`config.mk`:
```
export PLATFORM = sky130hd
export DESIGN_NAME = load_align_unit_flat
export DESIGN_NICKNAME = d
export VERILOG_FILES = /design/src/rtl/load_align_if.sv /design/src/rtl/load_align_unit.sv /design/src/flat_wrapper.sv
export SDC_FILE = /design/constraint.sdc
export NUM_CORES = 1
export LEC_CHECK = 0
export BUFFER_PORTS_ARGS = -buffer_cell sky130_fd_sc_hd__buf_2
export CORE_MARGIN = 2
export CORE_UTILIZATION = 39
export CTS_CLUSTER_SIZE = 12
export DETAILED_ROUTE_END_ITERATION = 12
export GPL_ROUTABILITY_DRIVEN = 0
export PLACE_DENSITY = 0.64
export SETUP_SLACK_MARGIN = 0.4
export SKIP_LAST_GASP = 1
export SLEW_MARGIN = 20
export SYNTH_ARGS = -nofsm -noshare
export SYNTH_HDL_FRONTEND = slang
export SYNTH_SLANG_ARGS = --single-unit
```
`constraint.sdc`:
```
create_clock -name clk -period 4.75 [get_ports clk]
set_input_delay 0.2375 -clock clk [delete_from_list [all_inputs] [get_ports clk]]
set_output_delay 0.2375 -clock clk [all_outputs]
set_load 0.01 [all_outputs]
```
`src/rtl/load_align_if.sv`:
```
// rtl/load_align_if.sv - load request, memory read and writeback bus for load_align_unit
//
// Purpose: groups the load unit's handshake and data signals.
//   req_*      : load request from EX (opcode, effective address, rt_old)
//   mem_*      : word-aligned read address/request and read-data handshake
//   wb_*       : aligned/extended/merged rt writeback value
// Modports:
//   master : the environment side (EX stage, memory, register file)
//   slave  : the load_align_unit side
interface load_align_if #(
    parameter int ADDR_W = 32
);
    logic              req_valid;
    logic              req_ready;
    logic [5:0]        opcode;
    logic [ADDR_W-1:0] addr;
    logic [31:0]       rt_old;
    logic [ADDR_W-1:0] mem_addr;
    logic              mem_rd;
    logic              mem_addr_ready;
    logic [31:0]       mem_rdata;
    logic              mem_rdata_valid;
    logic              mem_rdata_ready;
    logic              wb_valid;
    logic              wb_ready;
    logic [31:0]       wb_data;

    modport master (
        output req_valid, opcode, addr, rt_old,
        output mem_addr_ready, mem_rdata, mem_rdata_valid,
        output wb_ready,
        input  req_ready, mem_addr, mem_rd, mem_rdata_ready,
        input  wb_valid, wb_data
    );

    modport slave (
        input  req_valid, opcode, addr, rt_old,
        input  mem_addr_ready, mem_rdata, mem_rdata_valid,
        input  wb_ready,
        output req_ready, mem_addr, mem_rd, mem_rdata_ready,
        output wb_valid, wb_data
    );
endinterface

```
`src/rtl/load_align_unit.sv`:
```
// rtl/load_align_unit.sv - single-load-in-flight read issue and rt alignment/merge
//
// Purpose: accepts one load from EX, issues a word-aligned memory read, waits
// for the read data, then extracts/extends (lb/lbu/lh/lhu/lw) or merges with
// rt_old (lwl/lwr) and presents the result for register writeback.
// Ports:
//   clk   in  : clock, rising edge
//   rst   in  : asynchronous reset, active-high
//   bus   slave modport of load_align_if:
//     req_valid/req_ready, opcode, addr, rt_old      : load request
//     mem_addr, mem_rd/mem_addr_ready                : read address phase
//     mem_rdata, mem_rdata_valid/mem_rdata_ready     : read data phase
//     wb_data, wb_valid/wb_ready                     : writeback
module load_align_unit #(
    parameter int ADDR_W = 32
) (
    input  logic         clk,
    input  logic         rst,
    load_align_if.slave  bus
);

    localparam logic [1:0] ST_IDLE = 2'd0;
    localparam logic [1:0] ST_ADDR = 2'd1;
    localparam logic [1:0] ST_DATA = 2'd2;
    localparam logic [1:0] ST_WB   = 2'd3;

    localparam logic [5:0] OP_LB  = 6'b100000;
    localparam logic [5:0] OP_LH  = 6'b100001;
    localparam logic [5:0] OP_LWL = 6'b100010;
    localparam logic [5:0] OP_LBU = 6'b100100;
    localparam logic [5:0] OP_LHU = 6'b100101;
    localparam logic [5:0] OP_LWR = 6'b100110;

    logic [1:0]        state_q,    state_d;
    logic [5:0]        opcode_q,   opcode_d;
    logic [1:0]        ea_q,       ea_d;
    logic [31:0]       rt_old_q,   rt_old_d;
    logic [ADDR_W-1:0] mem_addr_q, mem_addr_d;
    logic [31:0]       wb_data_q,  wb_data_d;

    logic [7:0]        byte_sel;
    logic [15:0]       half_sel;
    logic [31:0]       result;

    // Byte/halfword picked out of the returned word by the captured offset.
    // Halfword selection looks only at ea[1]; misaligned lh/lhu are not trapped here.
    always_comb begin
        byte_sel = 8'h00;
        case (ea_q)
            2'd0: byte_sel = bus.mem_rdata[7:0];
            2'd1: byte_sel = bus.mem_rdata[15:8];
            2'd2: byte_sel = bus.mem_rdata[23:16];
            2'd3: byte_sel = bus.mem_rdata[31:24];
            default: byte_sel = 8'h00;
        endcase
        half_sel = ea_q[1] ? bus.mem_rdata[31:16] : bus.mem_rdata[15:0];
    end

    // Writeback value. lwl fills rt from the top down with the low bytes of
    // the word; lwr fills rt from the bottom up with the high bytes.
    always_comb begin
        result = bus.mem_rdata;
        case (opcode_q)
            OP_LB:  result = {{24{byte_sel[7]}}, byte_sel};
            OP_LBU: result = {24'h000000, byte_sel};
            OP_LH:  result = {{16{half_sel[15]}}, half_sel};
            OP_LHU: result = {16'h0000, half_sel};
            OP_LWL: begin
                case (ea_q)
                    2'd0: result = {bus.mem_rdata[7:0],  rt_old_q[23:0]};
                    2'd1: result = {bus.mem_rdata[15:0], rt_old_q[15:0]};
                    2'd2: result = {bus.mem_rdata[23:0], rt_old_q[7:0]};
                    default: result = bus.mem_rdata;
                endcase
            end
            OP_LWR: begin
                case (ea_q)
                    2'd0: result = bus.mem_rdata;
                    2'd1: result = {rt_old_q[31:24], bus.mem_rdata[31:8]};
                    2'd2: result = {rt_old_q[31:16], bus.mem_rdata[31:16]};
                    default: result = {rt_old_q[31:8], bus.mem_rdata[31:24]};
                endcase
            end
            default: result = bus.mem_rdata;
        endcase
    end

    always_comb begin
        state_d    = state_q;
        opcode_d   = opcode_q;
        ea_d       = ea_q;
        rt_old_d   = rt_old_q;
        mem_addr_d = mem_addr_q;
        wb_data_d  = wb_data_q;
        case (state_q)
            ST_IDLE: begin
                if (bus.req_valid) begin
                    opcode_d   = bus.opcode;
                    ea_d       = bus.addr[1:0];
                    rt_old_d   = bus.rt_old;
                    mem_addr_d = {bus.addr[ADDR_W-1:2], 2'b00};
                    state_d    = ST_ADDR;
                end
            end
            ST_ADDR: begin
                // Read data seen alongside the address handshake is not
                // consumed; the memory must present it again in DATA.
                if (bus.mem_addr_ready) begin
                    state_d = ST_DATA;
                end
            end
            ST_DATA: begin
                if (bus.mem_rdata_valid) begin
                    wb_data_d = result;
                    state_d   = ST_WB;
                end
            end
            ST_WB: begin
                if (bus.wb_ready) begin
                    state_d = ST_IDLE;
                end
            end
            default: state_d = ST_IDLE;
        endcase
    end

    always_ff @(posedge clk or posedge rst) begin
        if (rst) begin
            state_q    <= ST_IDLE;
            opcode_q   <= '0;
            ea_q       <= '0;
            rt_old_q   <= '0;
            mem_addr_q <= '0;
            wb_data_q  <= '0;
        end else begin
            state_q    <= state_d;
            opcode_q   <= opcode_d;
            ea_q       <= ea_d;
            rt_old_q   <= rt_old_d;
            mem_addr_q <= mem_addr_d;
            wb_data_q  <= wb_data_d;
        end
    end

    // Moore outputs
    assign bus.req_ready       = (state_q == ST_IDLE);
    assign bus.mem_rd          = (state_q == ST_ADDR);
    assign bus.mem_rdata_ready = (state_q == ST_DATA);
    assign bus.wb_valid        = (state_q == ST_WB);
    assign bus.mem_addr        = mem_addr_q;
    assign bus.wb_data         = wb_data_q;

endmodule

```
`src/flat_wrapper.sv`:
```
// flat-port wrapper written by rule: the top's interface ports become plain ports
module load_align_unit_flat 
#(
    parameter int ADDR_W = 32
)
  (clk, rst, bus_req_valid, bus_opcode, bus_addr, bus_rt_old, bus_mem_addr_ready, bus_mem_rdata, bus_mem_rdata_valid, bus_wb_ready, bus_req_ready, bus_mem_addr, bus_mem_rd, bus_mem_rdata_ready, bus_wb_valid, bus_wb_data);
  load_align_if #(.ADDR_W(ADDR_W)) bus_i ();
  input  logic clk;
  input  logic rst;
  input wire logic [$bits(bus_i.req_valid)-1:0] bus_req_valid;
  input wire logic [$bits(bus_i.opcode)-1:0] bus_opcode;
  input wire logic [$bits(bus_i.addr)-1:0] bus_addr;
  input wire logic [$bits(bus_i.rt_old)-1:0] bus_rt_old;
  input wire logic [$bits(bus_i.mem_addr_ready)-1:0] bus_mem_addr_ready;
  input wire logic [$bits(bus_i.mem_rdata)-1:0] bus_mem_rdata;
  input wire logic [$bits(bus_i.mem_rdata_valid)-1:0] bus_mem_rdata_valid;
  input wire logic [$bits(bus_i.wb_ready)-1:0] bus_wb_ready;
  output wire logic [$bits(bus_i.req_ready)-1:0] bus_req_ready;
  output wire logic [$bits(bus_i.mem_addr)-1:0] bus_mem_addr;
  output wire logic [$bits(bus_i.mem_rd)-1:0] bus_mem_rd;
  output wire logic [$bits(bus_i.mem_rdata_ready)-1:0] bus_mem_rdata_ready;
  output wire logic [$bits(bus_i.wb_valid)-1:0] bus_wb_valid;
  output wire logic [$bits(bus_i.wb_data)-1:0] bus_wb_data;
  assign bus_i.req_valid = bus_req_valid;
  assign bus_i.opcode = bus_opcode;
  assign bus_i.addr = bus_addr;
  assign bus_i.rt_old = bus_rt_old;
  assign bus_i.mem_addr_ready = bus_mem_addr_ready;
  assign bus_i.mem_rdata = bus_mem_rdata;
  assign bus_i.mem_rdata_valid = bus_mem_rdata_valid;
  assign bus_i.wb_ready = bus_wb_ready;
  assign bus_req_ready = bus_i.req_ready;
  assign bus_mem_addr = bus_i.mem_addr;
  assign bus_mem_rd = bus_i.mem_rd;
  assign bus_mem_rdata_ready = bus_i.mem_rdata_ready;
  assign bus_wb_valid = bus_i.wb_valid;
  assign bus_wb_data = bus_i.wb_data;
  load_align_unit #(.ADDR_W(ADDR_W)) u_core (.clk(clk), .rst(rst), .bus(bus_i));
endmodule
```
## After elaboration in Yosys (flattened, before gate mapping)

Index checks and enable logic that the tools add are counted.

| storage, ports and cells | value |
|---|---|
| bits in latches | 0 |
| flip-flop bits (word level) | 104 |
| input bits | 108 |
| memories | 0 |
| memory bits (read-only) | 0 |
| output and inout bits | 68 |
| word-level logic and storage cells | 37 |
| bits in writable memories | 0 |

| cells by class | value |
|---|---|
| add/sub/neg operators | 0 |
| order comparisons | 0 |
| shifts and indexed selects | 0 |
| div/mod/pow operators | 0 |
| reductions and logical operators | 5 |
| eq/ne operators | 16 |
| multipliers | 0 |
| muxes and demuxes | 10 |
| bitwise operators | 0 |

Operators by type and width:

| operator | number |
|---|---|
| $pmux W32 S3 | 2 |
| $pmux W32 S6 | 1 |
| $eq A6 B6 Y1 const B | 6 |
| $pmux W8 S4 | 1 |
| $mux W16 | 1 |
| $eq A2 B2 Y1 const B | 4 |
| $mux W2 | 4 |
| $ne A2 B2 Y1 const B | 4 |
| $pmux W2 S4 | 1 |
| $eq A2 B1 Y1 const B | 2 |
| $logic_not A2 Y1 | 2 |
| $reduce_and A2 Y1 | 2 |
| $reduce_and A4 Y1 | 1 |

## Longest topological paths before layout

Gate-level depths: netlist (run 1).

| logic depth | value |
|---|---|
| word-level depth | 3 |
| gate-level depth with buffers | 8 |
| depth with buffers taken out | 6 |

## Worst setup path before layout (run 1)

No wires, ideal clock.

| timing path | value |
|---|---|
| path type | reg2reg |
| start | register u_core.ea_q[1] |
| end | register u_core.wb_data_q[17], in the netlist u_core.bus.wb_data[17] |
| path buffers | 2 |
| cell stages (with the launch flop) | 7 |
| slack | 2938 ps |
| required time | 4620 ps |
| arrival time | 1682 ps |
| setup time | 130 ps |
| path through | dfrtp_1 -> buf_6 -> mux4_2 -> nor4b_4 -> nor4_4 -> buf_6 -> a22oi_1 |

| between the ends | value |
|---|---|
| word-level cells in the longest chain between the ends | 3 |

Ends and longest elaborated chain:

| item | line | RTL |
|---|---|---|
| start, declared | load_align_unit.sv:36 | `logic [1:0] ea_q, ea_d;` |
| start signal, assigned | load_align_unit.sv:131 | `ea_q <= '0;` |
| start signal, assigned | load_align_unit.sv:138 | `ea_q <= ea_d;` |
| $eq A2 B2 Y1, or another cell as far along | load_align_unit.sv:49 | `case (ea_q)` |
| $pmux W8 S4, or another cell as far along | load_align_unit.sv:49 |  |
| $pmux W32 S6 * | load_align_unit.sv:63 | `case (opcode_q)` |
| end signal, assigned | load_align_unit.sv:141 | `wb_data_q <= wb_data_d;` |
| end, declared | load_align_unit.sv:39 | `logic [31:0] wb_data_q, wb_data_d;` |

Every way passes the cells marked *; elsewhere a longest branch is shown, timed or not.
A chain may end at the register's enable or synchronous reset.

## Worst setup path in the final report (run 1)

| timing path | value |
|---|---|
| start | register u_core.ea_q[1] |
| end | register u_core.wb_data_q[24], in the netlist u_core.bus.wb_data[24] |

Same word-level chain as after synthesis.

==> results.py, run 1 <==
metrics = {
    "cells_and_area": {
        "insertedDiodeCount": 0,
        "multi_input_area_mm2": 0.00306,
        "n_fill_cell": 1369,
        "nNetsFinal": 789,
        "drive_gt1_share_pct": 46.9,
        "regArea_mm2": 0.00261,
        "area_growth_pct": 21.4,
    },
    "sta": {
        "fin_crit_sh_pct": 58.0,
        "rsz0062_at_grt": "no",
        "setup_viol": 0,
        "relSlewSlack_pct": 35.4,
        "fmax_ghz": 0.363,
        "slew_violations": 0,
        "worst_slack_ns": 1.99,
        "fin_skew_ns": 0.0120,
        "period_minus_slack_ns": 2.76,
        "worstMarginPinSlew_ns": 0.961,
        "tns_ns": 0,
        "finalHoldViolations": 0,
    },
    "pwr": {
        "finalPower_mw": 4.68,
        "leakagePower_nw": 3.18,
        "powerDensity_mw_per_mm2": 656,
        "ir_worst_vdd_uv": 369,
    },
    "route": {
        "drt_iter0_markers": 352,
        "wl_per_cell_um": 19.8,
        "drc": 0,
        "drt-pass1-iter-count": 4,
        "num_vias": 4971,
        "ant_nets": 0,
        "routed_via_density": 5.74,
        "wl_mm": 17.1,
    },
    "setup_path": {
        "end_kind": "flop",
        "critical_path_class": "reg -> reg",
        "required_ns": 4.93,
        "cp_max_fo": 33,
        "slowest_delay_ns": 0.81,
        "slowest_stage": "nor4_4",
        "r2r_start": "u_core.ea_q[1]",
        "path_cells": "mux4_2 > nor4b_4 > nor4_4 > a22oi_1",
        "worstPathArrival_ns": 2.93,
        "r2r_end": "u_core.bus.wb_data[24]",
        "startpoint_type": "flop",
        "rrSetupSlack_ns": 1.99,
        "r2r_cells": 4,
    },
    "synthesis": {
        "synth_area_leaders": "dfrtp_1, mux2_2, a22oi_1, mux2i_1, mux4_2",
        "yosysSeqAreaShare_pct": 44.3,
        "synth.largest_area_cell": "dfrtp_1",
        "async_flop_share_pct": 100,
        "ys_seq_elements": 104,
        "netlist_instances": 528,
        "ys_warn_count": 0,
        "yosysTopAreaCellShare_pct": 44.3,
        "synth_ff_type": "dfrtp_1",
        "syn_avg_cell_area_um2": 11.1,
        "synth_area_mm2": 0.00588,
        "synth.distinct_cells": 47,
        "synth_edf_count": 0,
    },
    "clock_network": {
        "cts_setup_buffers": 0,
        "numClockSinks": 104,
        "cts_tree": "done",
        "cts_hold_buf": 0,
        "clkLatencyLatePin_ns": 0.36,
        "htreeDepth": 3,
        "ctsRootBufferMaster": "clkbuf_16",
        "cts-buffers-inserted": 9,
        "clk_pin_slew_ns": 0.08,
        "post_cts_resized": 0,
        "clk_path_buf_depth": 2,
    },
    "flow_run": {
        "cap_violations": 0,
    },
    "grt": {
        "grt_use_total_pct": 21.4,
        "first_global_vias": 4964,
        "grt_max_degree": 69,
        "antenna_found_initial": 0,
        "grt_pass1_wl_mm": 26.9,
        "overflow": 0,
    },
    "placed_design": {
        "io_buffers": 173,
        "hpwl_mm": 12.3,
        "pre_cts_ws_ns": 2.04,
    },
    "floorplanning": {
        "fp.dieArea_mm2": 0.0161,
        "row_count": 44,
        "die_x_um": 127,
        "ios": 176,
        "start_util_pct": 40.2,
        "core_area_mm2": 0.0146,
        "die_h_um": 127,
    },
    "run_status": {
        "status": "complete, no violations",
    },
    "hold_path": {
        "worst_hold_path_type": "in -> async",
    },
}
-- registers in the layout (all words and copies together), names as in the netlist --
signal,cells
u_core.bus.wb_data,32
u_core.rt_old_q,32
u_core.bus.mem_addr,30
u_core.opcode_q,6
u_core.ea_q,2
u_core.state_q,2
-- area by class of cell --
cell class / count / share of cell area [%]
clock buffers: 9 / 3.16
well taps: 184 / 3.23
repair buffers: 181 / 13.0
inverters: 8 / 0.456
multi-input cells: 373 / 42.8
flip-flops and latches: 104 / 36.5
clock inverters: 7 / 0.859
-- worst max-delay path: cells and delay by family (launching register included) --
kind	cells	cell delay, ns
compound gates	1	0.20
flops	1	0.79
simple gates	2	0.97
mux	1	0.60
-- per-layer routing --
metal	share of wire (%)	global-route usage, %	up-vias
met5	0	0	-
met4	2.4	8.27	0
met3	9.7	6.58	28
met2	46	33.2	267
met1	42	28.3	2396
li1	-	-	2280
-- cell families after synthesis --
group                      synth area share [%]
AOI/OAI and AO/OA                          14.7
adders and majority gates                 0.851
buffers and inverters                      4.04
DFF                                        44.3
muxes                                      27.2
other                                    0.0638
and+or+nand+nor                            8.96
-- Yosys cell counts, types with 9 or more instances --
cell type	number
nor2_1	23
dfrtp_1	104
o21ai_0	34
mux2_2	99
a31oi_1	14
a21oi_1	9
mux4_2	9
nor3_1	14
nand2_1	44
a22oi_1	40
clkbuf_1	18
mux2i_1	28
buf_2	13
-- metrics by stage --
stage	std cells	cell area, um^2	utilization [%]	hold WS (ns)
4_1_cts	866	7130	48.7	0.0806
5_1_grt	866	7140	48.7	0.0911
3_3_place_gp	850	6850	46.8	0.453
6_report	866	7140	48.7	0.0556
3_5_place_dp	850	6850	46.8	0.470
2_1_floorplan	529	5880	-	0.388
-- placed cells by master, fill, tap and decap left out, types with 2 or more instances in the layout --
cell type  netlist  routed
buf_2           13     173
dfrtp_2          0       2
o21ai_0         34      34
a221oi_1         8       8
mux2i_1         28      28
o2bb2ai_1        8       8
clkbuf_16        0       9
or3b_2           2       2
inv_8            0       2
nand2b_1         2       2
nor3_2           2       2
nor2_1          23      23
a21oi_1          9       9
inv_6            0       2
nand3_1          2       2
buf_4            3       8
ha_1             4       4
nand2_1         44      43
dfrtp_1        104     102
o211ai_1         7       7
nor3_1          14      14
a31oi_1         14      14
mux2_2          99      99
mux4_2           9       9
conb_1           1       2
nor3b_1          2       2
inv_1            8       7
a22oi_1         40      40
-- power by group --
part	internal (mW)	leakage (nW)	switching [mW]
combinational	1.09	1.82	1.08
sequential	1.34	1.23	0.440
clock	0.367	0.140	0.365
total	2.80	3.18	1.88
-- worst max-delay path by stage --
stage / start / to / slack, ns / depth (start not counted)
after global routing: u_core.ea_q[0] / u_core.bus.wb_data[2] / 1.79 / 5
after global placement: u_core.ea_q[0] / u_core.bus.wb_data[5] / 2.14 / 5
final: u_core.ea_q[1] / u_core.bus.wb_data[24] / 1.99 / 4
after detailed placement: u_core.ea_q[1] / u_core.bus.wb_data[30] / 2.04 / 4
after floorplan: rst / u_core.bus.mem_addr[10] / 1.78 / 1
after CTS: u_core.ea_q[0] / u_core.bus.wb_data[5] / 2.03 / 5
No activity file was read; power rests on OpenSTA's default activity.
==> run 2: changes to the inputs <==
- ABC_AREA: unset -> 1
- PLACE_DENSITY: 0.64 -> 0.63
- clock period: 4.75 -> 2.8 ns (I/O delays scaled with it)
==> run 2 against run 1 <==
  * Synthesized cell count up 81%
  * Clock power is 82% higher
  * Clock skew shrank 0.0031 ns
==> results.py, run 2 <==
metrics = {
    "pwr": {
        "clock_power_share_pct": 16.1,
        "p_sw_share_pct": 43.8,
        "leakagePower_nw": 4.39,
        "finalPower_mw": 8.25,
        "p_comb_share_pct": 50.4,
        "internal_power_mw": 4.64,
        "ir_worst_vdd_uv": 460,
        "powerDensity_mw_per_mm2": 990,
        "pwr-share-seq_pct": 33.5,
        "switchingPower_mw": 3.61,
    },
    "cells_and_area": {
        "nNetsFinal": 1242,
        "mostFrequentLayoutCells": "nand2_1, buf_2, nor2_1",
        "multi_input_area_mm2": 0.00352,
        "mostFrequentLayoutCell": "nand2_1",
        "stdcell_count": 1357,
        "regArea_mm2": 0.00260,
        "area_growth_pct": 24.1,
        "post-route-util_pct": 49.9,
        "n_fill_cell": 1734,
        "drive_gt1_share_pct": 25.3,
    },
    "route": {
        "drt-pass1-iter-count": 5,
        "dr_wl_met2_mm": 9.79,
        "drc": 0,
        "route.met3.wl_mm": 2.08,
        "routed_via_density": 5.12,
        "wl_per_cell_um": 16.1,
        "wl_mm": 21.9,
        "dr.max_layer_used": "met4",
        "drt-met1-wl_mm": 9.23,
        "drt_iter0_markers": 597,
        "num_vias": 6952,
        "ant_nets": 0,
    },
    "synthesis": {
        "ys_top_cells_by_count": "nand2_1, nor2_1, dfrtp_1, nand3_1, inv_1",
        "yosysSeqAreaShare_pct": 38.8,
        "ys_warn_count": 0,
        "synth.distinct_cells": 26,
        "netlist_instances": 955,
        "synth_edf_count": 0,
        "synth_area_mm2": 0.00671,
        "synth_area_leaders": "dfrtp_1, nand2_1, mux2_2, nand3_1, nor2_1",
        "yosysTopAreaCellShare_pct": 38.8,
        "synth.largest_area_cell": "dfrtp_1",
        "synth_ff_type": "dfrtp_1",
        "async_flop_share_pct": 100,
        "ys_seq_elements": 104,
        "syn_avg_cell_area_um2": 7.03,
        "yosysMostFrequentCell": "nand2_1",
    },
    "flow_run": {
        "cap_violations": 0,
    },
    "sta": {
        "fin_skew_ns": 0.00887,
        "relSlewSlack_pct": 45.2,
        "rsz0062_at_grt": "no",
        "tns_ns": 0,
        "fin_hold_ws_ns": 0.00993,
        "period_minus_slack_ns": 2.14,
        "slew_violations": 0,
        "worstMarginPinSlew_ns": 0.823,
        "fin_crit_sh_pct": 76.4,
        "finalHoldViolations": 0,
        "fmax_ghz": 0.467,
        "setup_viol": 0,
    },
    "grt": {
        "grt_pass1_wl_mm": 34.2,
        "overflow": 0,
        "first_global_vias": 6559,
        "antenna_found_initial": 0,
        "grt_max_degree": 66,
        "grt_use_total_pct": 24.1,
    },
    "setup_path": {
        "end_kind": "flop",
        "cp_max_fo": 29,
        "critical_path_class": "reg -> reg",
        "worstPathArrival_ns": 2.44,
        "rrSetupSlack_ns": 0.66,
        "required_ns": 3.10,
        "startpoint_type": "flop",
    },
    "clock_network": {
        "cts-buffers-inserted": 9,
        "clkLatencyLatePin_ns": 0.36,
        "ctsRootBufferMaster": "clkbuf_16",
        "numClockSinks": 104,
        "clk_pin_slew_ns": 0.08,
        "cts_tree": "done",
        "htreeDepth": 3,
        "clk_path_buf_depth": 2,
    },
    "floorplanning": {
        "start_util_pct": 40.2,
        "die_h_um": 135,
        "die_x_um": 135,
        "row_count": 47,
        "ios": 176,
        "core_area_mm2": 0.0167,
        "fp.dieArea_mm2": 0.0183,
    },
    "placed_design": {
        "post-place-cells": 1309,
        "io_buffers": 173,
        "hpwl_mm": 16.1,
    },
    "hold_path": {
        "worst_hold_path_type": "in -> reg",
    },
    "run_status": {
        "status": "complete, no violations",
    },
}
## run 2: cell count changes after synthesis, sizes merged, moves of 40 or more
cell   change
nand2    +267
nor2     +102
nand3     +92
inv       +71
a21oi     +51
mux2      -42
a22oi     -40
## run 2: cell families after synthesis
family | count (synthesis) | synth area share, %
adders and majority gates | 4 | 0.746
AOI/OAI and AO/OA | 111 | 8.35
and+or+nand+nor | 543 | 33.6
DFF | 104 | 38.8
other | 1 | 0.0559
buffers and inverters | 135 | 8.91
muxes | 57 | 9.56
## run 2: metal layers
metal | track usage, % | vias up
met5 | 0 | -
met4 | 11.4 | 0
met3 | 5.42 | 60
met2 | 37.3 | 328
met1 | 32.2 | 3177
li1 | - | 3387
## run 2: critical path, stage by stage, from the launching register on
cell     delay (ns)
dfrtp_1        0.41
nor2_4         0.36
nand2_2        0.15
nor2_4         0.62
buf_4          0.25
nand2_1        0.05
inv_1          0.04
nor2_1         0.04
nand2_1        0.06
nand2_1        0.05
nand2_1        0.05
## run 2: path summary, 6_finish.rpt
check / endpoint / cells past startpoint / from
worst min-delay path: u_core.rt_old_q[9] / 2 / bus_rt_old[9]
worst max register to register: u_core.bus.wb_data[19] / 10 / u_core.opcode_q[4]
worst min register to register: u_core.bus.wb_data[28] / 2 / u_core.bus.wb_data[28]
worst max-delay path: u_core.bus.wb_data[19] / 10 / u_core.opcode_q[4]
max in group asynchronous: u_core.bus.wb_data[30] / 4 / rst
min in group asynchronous: u_core.bus.mem_addr[3] / 3 / rst
## run 2: power groups by stage
stage	combinational, mW	clock, mW	sequential, mW
3_3_place_gp	4.05	0	2.77
2_1_floorplan	2.76	0	2.83
6_report	4.16	1.33	2.76
3_5_place_dp	4.10	0	2.78
4_1_cts	4.15	1.37	2.76
5_1_grt	4.63	1.42	2.86
## run 2: final cells by class
| class | count | area share, % |
|---|---|---|
| Multi-Input combinational cell | 717 | 42.3 |
| Sequential cell | 104 | 31.3 |
| Timing Repair Buffer | 219 | 15.7 |
| Inverter | 79 | 3.61 |
| Tap cell | 220 | 3.31 |
| Clock buffer | 9 | 2.70 |
| Clock inverter | 7 | 1.01 |
| Antenna cell | 2 | 0.0601 |
## run 2: stage by stage
step	cell area (um^2)	setup WS [ns]
global placement	7710	0.747
detailed placement	7710	0.706
CTS	8320	0.703
floorplan	6720	1.05
finish	8330	0.660
global route	8320	0.501
## run 2: repair_timing
item | in CTS | in global routing
hold endpoints to repair | 54 | 0
buffers inserted | 0 | 0
hold buffers | 30 | 0
gates resized for setup | 0 | 0
==> run 3: changes to the inputs <==
- ABC_AREA: 1 -> 0
- PLACE_DENSITY: 0.63 -> 0.64
- clock period: 2.8 -> 2.2 ns (I/O delays scaled with it)
==> run 3 against run 2 <==
  * Clock skew grew 0.0020 ns
  * Final cell count shrank 29%
  * First-iteration DRC count shrank 25%
  * Register-to-register slack lost 0.24 ns
  * Non-clock buffer count grew 62
  * Critical path depth shrank 3
  * Clock-buffer cell count grew 2
  * Critical path type unchanged
==> results.py, run 3 (synthesis gave the netlist of run 1 again) <==
metrics = {
    "run_status": {
        "status": "complete, no violations",
    },
    "setup_path": {
        "end_kind": "flop",
        "startpoint_type": "flop",
        "critical_path_class": "reg -> reg",
        "required_ns": 2.48,
        "worstPathArrival_ns": 2.06,
        "cp_max_fo": 6,
    },
    "sta": {
        "slew_violations": 0,
        "finalHoldViolations": 0,
        "rsz0062_at_grt": "yes",
        "fin_skew_ns": 0.0109,
        "period_minus_slack_ns": 1.78,
        "worstMarginPinSlew_ns": 0.756,
        "fin_crit_sh_pct": 81.1,
        "setup_viol": 0,
        "tns_ns": 0,
        "relSlewSlack_pct": 49.5,
        "fmax_ghz": 0.561,
    },
    "route": {
        "wl_mm": 19.6,
        "drt-pass1-iter-count": 6,
        "drt_iter0_markers": 448,
        "wl_per_cell_um": 20.3,
        "routed_via_density": 5.66,
        "num_vias": 5471,
        "ant_nets": 0,
        "drc": 0,
    },
    "grt": {
        "grt_use_total_pct": 24.0,
        "first_global_vias": 5648,
        "antenna_found_initial": 0,
        "overflow": 0,
        "grt_max_degree": 71,
        "grt_pass1_wl_mm": 30.4,
    },
    "cells_and_area": {
        "insertedDiodeCount": 0,
        "drive_gt1_share_pct": 45.8,
        "mostFrequentLayoutCell": "buf_2",
        "mostFrequentLayoutCells": "buf_2, dfrtp_1, mux2_2",
        "area_growth_pct": 41.7,
        "post-route-util_pct": 56.9,
        "nNetsFinal": 889,
    },
    "clock_network": {
        "clkLatencyLatePin_ns": 0.36,
        "clk_path_buf_depth": 2,
        "htreeDepth": 3,
        "cts-buffers-inserted": 9,
        "ctsRootBufferMaster": "clkbuf_16",
        "numClockSinks": 104,
        "clk_pin_slew_ns": 0.07,
        "cts_tree": "done",
    },
    "floorplanning": {
        "die_x_um": 127,
        "core_area_mm2": 0.0146,
        "die_h_um": 127,
        "ios": 176,
        "start_util_pct": 40.2,
        "row_count": 44,
        "fp.dieArea_mm2": 0.0161,
    },
    "hold_path": {
        "worst_hold_path_type": "in -> reg",
    },
    "placed_design": {
        "hpwl_mm": 12.6,
        "io_buffers": 173,
    },
    "pwr": {
        "powerDensity_mw_per_mm2": 1340,
        "leakagePower_nw": 3.72,
        "ir_worst_vdd_uv": 682,
    },
    "flow_run": {
        "cap_violations": 0,
    },
}
[run 3: cell count changes in the layout (fill, tap and decap cells not counted), sizes merged, moves of 9 or more]
cell	before	now
mux2i	0	28
buf	189	207
dlygate4sd3	30	68
mux4	0	9
mux2	57	99
nand2	311	44
a22oi	0	40
a21oi	61	10
a31oi	0	14
nor2	126	24
nor3	0	16
inv	83	8
nand3	94	2
o21ai	47	34
[run 3: final cells by class]
type	instances	area (um^2)
clock buffers	11	243
inverters	8	33.8
repair buffers	281	2050
flip-flops and latches	104	2610
multi-input cells	373	3130
clock inverters	5	40.0
fillers	1259	6310
well taps	184	230
[run 3: critical path: stages (launching register included)]
cell and delay (ns):
dfrtp_1 0.42, buf_6 0.15, or3b_4 0.41, a21oi_4 0.20, buf_6 0.13, buf_6 0.11
o21ai_0 0.07, a22oi_1 0.21
[run 3: metal layers]
layer  vias to the layer above  track usage (%)  routed length [um]
met5                         -                0                   0
met4                         0             9.18                 685
met3                        46             7.55                1900
met2                       292             38.3                9240
met1                      2663             30.8                7790
li1                       2470                -                   -
[run 3: worst paths after layout]
kind                                      endpoint  slack (ns)                    from  depth (start not counted)
max                         u_core.bus.wb_data[16]        0.42      u_core.opcode_q[3]                          7
min                        u_core.bus.mem_addr[23]        0.01            bus_addr[23]                          2
max reg2reg                 u_core.bus.wb_data[16]        0.42      u_core.opcode_q[3]                          7
min reg2reg                 u_core.bus.mem_addr[4]        0.50  u_core.bus.mem_addr[4]                          1
max in group asynchronous   u_core.bus.wb_data[17]        1.08                     rst                          4
min in group asynchronous  u_core.bus.mem_addr[18]        0.45                     rst                          3
[run 3: per-stage QoR]
step                instances  setup WS (ns)  power (mW)  hold WS (ns)  area [um^2]
floorplan                 529          0.418        7.00         0.261         5890
global placement          867          0.339        8.62         0.260         7060
detailed placement        867          0.286        8.81         0.284         7060
CTS                       956          0.402        10.8       0.00550         8150
global route              966          0.305        11.9       0.00300         8330
finish                    966          0.417        11.2        0.0148         8330
[run 3: power breakdown]
group	internal [mW]	total, mW	leakage [nW]	switching, mW
registers	2.89	3.66	1.22	0.771
logic	3.06	5.92	2.36	2.86
clock network	0.808	1.57	0.134	0.764
[run 3: repair_timing]
action	4_1_cts	5_1_grt
endpoints found under the hold margin	98	0
gates cloned	3	4
resized for setup	11	12
pin swaps	0	2
endpoints found under the setup margin	32	83
setup buffers	2	6
hold buffers	68	0
